File: config.mk
export PLATFORM = sky130hd
export DESIGN_NAME = lsu_mem_master
export DESIGN_NICKNAME = d
export VERILOG_FILES = /design/src/rtl/lsu_mem_master.sv
export SDC_FILE = /design/constraint.sdc
export NUM_CORES = 1
export LEC_CHECK = 0
export ABC_AREA = 1
export CORE_UTILIZATION = 43
export DETAILED_ROUTE_END_ITERATION = 8
export GPL_ROUTABILITY_DRIVEN = 0
export PLACE_DENSITY = 0.88
export SKIP_LAST_GASP = 1
export SYNTH_ARGS = -nofsm -noshare
export SYNTH_HDL_FRONTEND = slang
export SYNTH_SLANG_ARGS = --single-unit
File: constraint.sdc
create_clock -name CLK -period 2.5 [get_ports CLK]
set_clock_uncertainty 0.2 [all_clocks]
set_input_delay 0.375 -clock CLK [delete_from_list [all_inputs] [get_ports CLK]]
set_output_delay 0.375 -clock CLK [all_outputs]
set_load 0.02 [all_outputs]
File: src/rtl/lsu_mem_master.sv
// lsu_mem_master: load/store unit driving a word-organised data memory with sub-word read-modify-write
//   CLK, RST                      clock, synchronous active-high reset
//   REQ_VALID/READY/WE/FUNCT3     core request handshake and access kind
//   REQ_ADDR, REQ_WDATA           byte address and store data
//   RSP_VALID/READY/RDATA/ERR     response handshake, extended load data, error flag
//   MEM_WE, MEM_A, MEM_WD, MEM_RD word memory interface (combinational read)
module lsu_mem_master #(
    parameter int MEM_WORDS = 64
) (
    input  logic        CLK,
    input  logic        RST,
    input  logic        REQ_VALID,
    output logic        REQ_READY,
    input  logic        REQ_WE,
    input  logic [2:0]  REQ_FUNCT3,
    input  logic [31:0] REQ_ADDR,
    input  logic [31:0] REQ_WDATA,
    output logic        RSP_VALID,
    input  logic        RSP_READY,
    output logic [31:0] RSP_RDATA,
    output logic        RSP_ERR,
    output logic        MEM_WE,
    output logic [31:0] MEM_A,
    output logic [31:0] MEM_WD,
    input  logic [31:0] MEM_RD
);
    typedef enum logic [2:0] {IDLE, LOAD, RMW_READ, WRITE, RESP} state_t;
    state_t state;
    logic [2:0]  funct3;
    logic [31:0] addr, merge, rdata, load_val, merged;
    logic [15:0] wdata;
    logic        err, req_err;
    logic [7:0]  byte_lane;
    logic [15:0] half_lane;
    assign req_err = !(REQ_FUNCT3 inside {3'b000, 3'b001, 3'b010, 3'b100, 3'b101})
                   || (REQ_WE && REQ_FUNCT3[2])
                   || (REQ_FUNCT3[1:0] == 2'b01 && REQ_ADDR[0])
                   || (REQ_FUNCT3[1:0] == 2'b10 && REQ_ADDR[1:0] != 2'b00)
                   || (REQ_ADDR >= 32'(MEM_WORDS * 4));
    assign byte_lane = MEM_RD[{addr[1:0], 3'b000} +: 8];
    assign half_lane = MEM_RD[{addr[1], 4'b0000} +: 16];
    always_comb begin
        load_val = funct3 == 3'b000 ? {{24{byte_lane[7]}}, byte_lane} :
                   funct3 == 3'b100 ? {24'b0, byte_lane} :
                   funct3 == 3'b001 ? {{16{half_lane[15]}}, half_lane} :
                   funct3 == 3'b101 ? {16'b0, half_lane} : MEM_RD;
    end
    // Only the addressed lane changes; the rest of the word is written back as read.
    always_comb begin
        merged = MEM_RD;
        if (funct3[0])
            merged[{addr[1], 4'b0000} +: 16] = wdata;
        else
            merged[{addr[1:0], 3'b000} +: 8] = wdata[7:0];
    end
    always_ff @(posedge CLK) begin
        if (RST) begin
            state  <= IDLE;
            funct3 <= '0;
            addr   <= '0;
            wdata  <= '0;
            merge  <= '0;
            rdata  <= '0;
            err    <= 1'b0;
        end else begin
            case (state)
                IDLE: if (REQ_VALID) begin
                    funct3 <= REQ_FUNCT3;
                    addr   <= REQ_ADDR;
                    wdata  <= REQ_WDATA[15:0];
                    merge  <= REQ_WDATA;
                    rdata  <= '0;
                    err    <= req_err;
                    state  <= req_err ? RESP : !REQ_WE ? LOAD : REQ_FUNCT3[1] ? WRITE : RMW_READ;
                end
                LOAD: begin
                    rdata <= load_val;
                    state <= RESP;
                end
                RMW_READ: begin
                    merge <= merged;
                    state <= WRITE;
                end
                WRITE: state <= RESP;
                RESP: if (RSP_READY) state <= IDLE;
                default: state <= IDLE;
            endcase
        end
    end
    assign REQ_READY = state == IDLE;
    assign RSP_VALID = state == RESP;
    assign RSP_RDATA = rdata;
    assign RSP_ERR   = err;
    // Gated by RST so a reset landing on the WRITE cycle never commits the word.
    assign MEM_WE    = state == WRITE && !RST;
    assign MEM_A     = {addr[31:2], 2'b00};
    assign MEM_WD    = state == WRITE ? merge : '0;
endmodule

==> out/metrics.csv <==
metric,value,unit
grt_overflow,0,
post-route-min-period,2411,ps
drv_slew,0,
worst_pin_slew,1079,ps
grt_pass1_wl,36.43,mm
dpl.hpwl,16.78,mm
crit_arrival,1840,ps
internal-power,4100,uW
cts_max_level,4,
ir_drop,0.4994,mV
dr_total_vias,7936,
ys_seq_area_share,35.06,%
synth.distinct_cells,26,
wirelength,23.33,mm
yosysWarnings,0,
setup_viol,0,
num_io_pins,204,
relSlewSlack,28.06,%
io_buffers,201,
synth_area_per_cell,6.279,um^2
finalCritPeriodShare,96.43,%
post_cts_buffers,0,
clock_path_buffers,2,
clock_sinks,119,
pwr-share-comb,20.1,%
placed_area,8747,um^2
grt_pass1_vias,7245,
syn_inst,1082,
die_w,127.7,um
rsz0062_at_grt,false,
p_sw_share,28.31,%
firstDrtPassIters,5,
p_leak,0.003874,uW
antenna_found_initial,1,
cts_buffers,17,
rows,45,
fin_area,9348,um^2
cp-end-kind,primary output,
syn-cell-area,6794,um^2
start_kind,register,
powerDensity,611.8,nW/um^2
drive_above_1_share,5.641,%
clk_pin_slew,50,ps
route.detailed.drc,0,
num_antenna_cells,0,
die_y,127.7,um
ff2ff_setup_slack,170,ps
crit_required,1920,ps
synth-seq-cells,119,
cts_tree,built,
crit_fanout,4,
drt_iter0_markers,687,
vias_per_cell,5.466,
p_sw,1619,uW
start_util,44.36,%
hold_viol,0,
final_common_cell,nand2_1,
die_area,16310,um^2
grt_max_degree,66,
wire_per_inst,16.07,um
max_freq,414.8,MHz
drv_cap,0,
drt.antenna.violating_nets,0,
clock_power_share,43.7,%
crit_type,reg2out,
hold_class,reg2reg,
clk_latency,430,ps
status,"complete, no violations",
finalPower,5719,uW
fillCellCount,1409,
syn_to_final_growth,37.59,%
coreArea,15310,um^2
final_cell_mix,"195 x nand2_1, 168 x nor2_1, 167 x clkdlybuf4s50_1",
cts-root-buf,clkbuf_16,
pwr-share-seq,36.2,%
grt_usage,28.70,%
num-nets-final,1337,
==> worst max-delay path, stage by stage (launching register included) <==
cell and delay (ps):
dfxtp_1 330, nor2_2 150, inv_2 80, nor2_1 200, clkdlybuf4s50_1 650
==> sequential cells by signal, indices dropped and copies added (netlist names) <==
register,count
RSP_ERR,1
RSP_RDATA,32
merge,32
funct3,3
state,3
addr,32
wdata,16
==> power groups by stage <==
stage | logic (uW) | clock network (uW) | registers [uW]
after floorplan | 720 | 0 | 2090
after global placement | 1100 | 0 | 2100
after detailed placement | 1120 | 0 | 2100
after CTS | 1130 | 2510 | 2070
after global routing | 1260 | 2610 | 2080
final | 1150 | 2500 | 2070
==> what timing repair did <==
item,4_1_cts,5_1_grt
gates resized for setup,22,11
setup endpoints to repair,22,11
hold buffers,0,0
==> area by class of cell <==
class / count / area [um^2] / share of cell area, %
Multi-Input combinational cell: 768 / 3538 / 37.85
Tap cell: 211 / 264.0 / 2.824
Inverter: 94 / 352.8 / 3.775
Timing Repair Buffer: 228 / 2210 / 23.64
Clock inverter: 9 / 122.6 / 1.312
Clock buffer: 23 / 478.0 / 5.113
Sequential cell: 119 / 2382 / 25.49
==> through the flow <==
step | util, % | setup TNS [ps] | setup WS (ps) | instances | hold slack (ps)
after CTS | 60.86 | 0 | 32.20 | 1452 | 269.4
final | 61.04 | 0 | 89.18 | 1452 | 265.9
after global routing | 61.04 | 0 | 11.74 | 1452 | 282.0
after detailed placement | 57.12 | -232.0 | -73.52 | 1420 | 258.8
after floorplan | - | 0 | 111.7 | 1083 | 246.8
after global placement | 57.12 | 0 | 67.99 | 1420 | 252.6
==> Yosys cell counts <==
cell / count / area, um^2
o21ai_1: 1 / 5.000
nor3_1: 8 / 40.04
a31oi_1: 10 / 62.56
buf_2: 17 / 85.08
ha_1: 5 / 62.56
nor2_2: 3 / 18.77
nor3_4: 1 / 16.27
inv_1: 87 / 326.6
or2_0: 5 / 31.28
buf_4: 32 / 240.2
conb_1: 1 / 3.750
nand4_1: 14 / 87.58
nand3_1: 55 / 275.3
buf_1: 1 / 3.750
nand2_1: 195 / 732.0
dfxtp_1: 119 / 2382
o22ai_1: 1 / 6.260
or2_2: 3 / 18.77
a211oi_1: 5 / 37.54
o211ai_1: 18 / 135.1
inv_2: 6 / 22.52
a21oi_1: 122 / 610.6
o21ai_0: 152 / 760.7
nor2_1: 168 / 630.6
clkinv_1: 1 / 3.750
clkbuf_1: 52 / 195.2
==> final timing paths <==
kind	startpoint	to	cells after the start
max	state[2]	REQ_READY	4
min	RSP_RDATA[1]	RSP_RDATA[1]	2
max reg2reg	addr[1]	RSP_RDATA[27]	6
min reg2reg	RSP_RDATA[1]	RSP_RDATA[1]	2
==> logic make-up (layout without fill, tap and decap cells) <==
kind of cell	count (synthesis)	in the layout	share of synthesized area, %
simple gates	452	452	27.24
compound gates	309	309	23.81
buf+inv	196	354	12.91
flops	119	119	35.06
fa+ha+maj	5	5	0.9208
other cells	1	2	0.05520
==> metal layers <==
| layer | track usage [%] | wire (um) |
|---|---|---|
| met1 | 34.04 | 8892 |
| met2 | 45.52 | 10400 |
| met3 | 10.64 | 2995 |
| met4 | 14.60 | 984 |
| met5 | 0 | 49 |
Power figures use the tool's default switching activity.
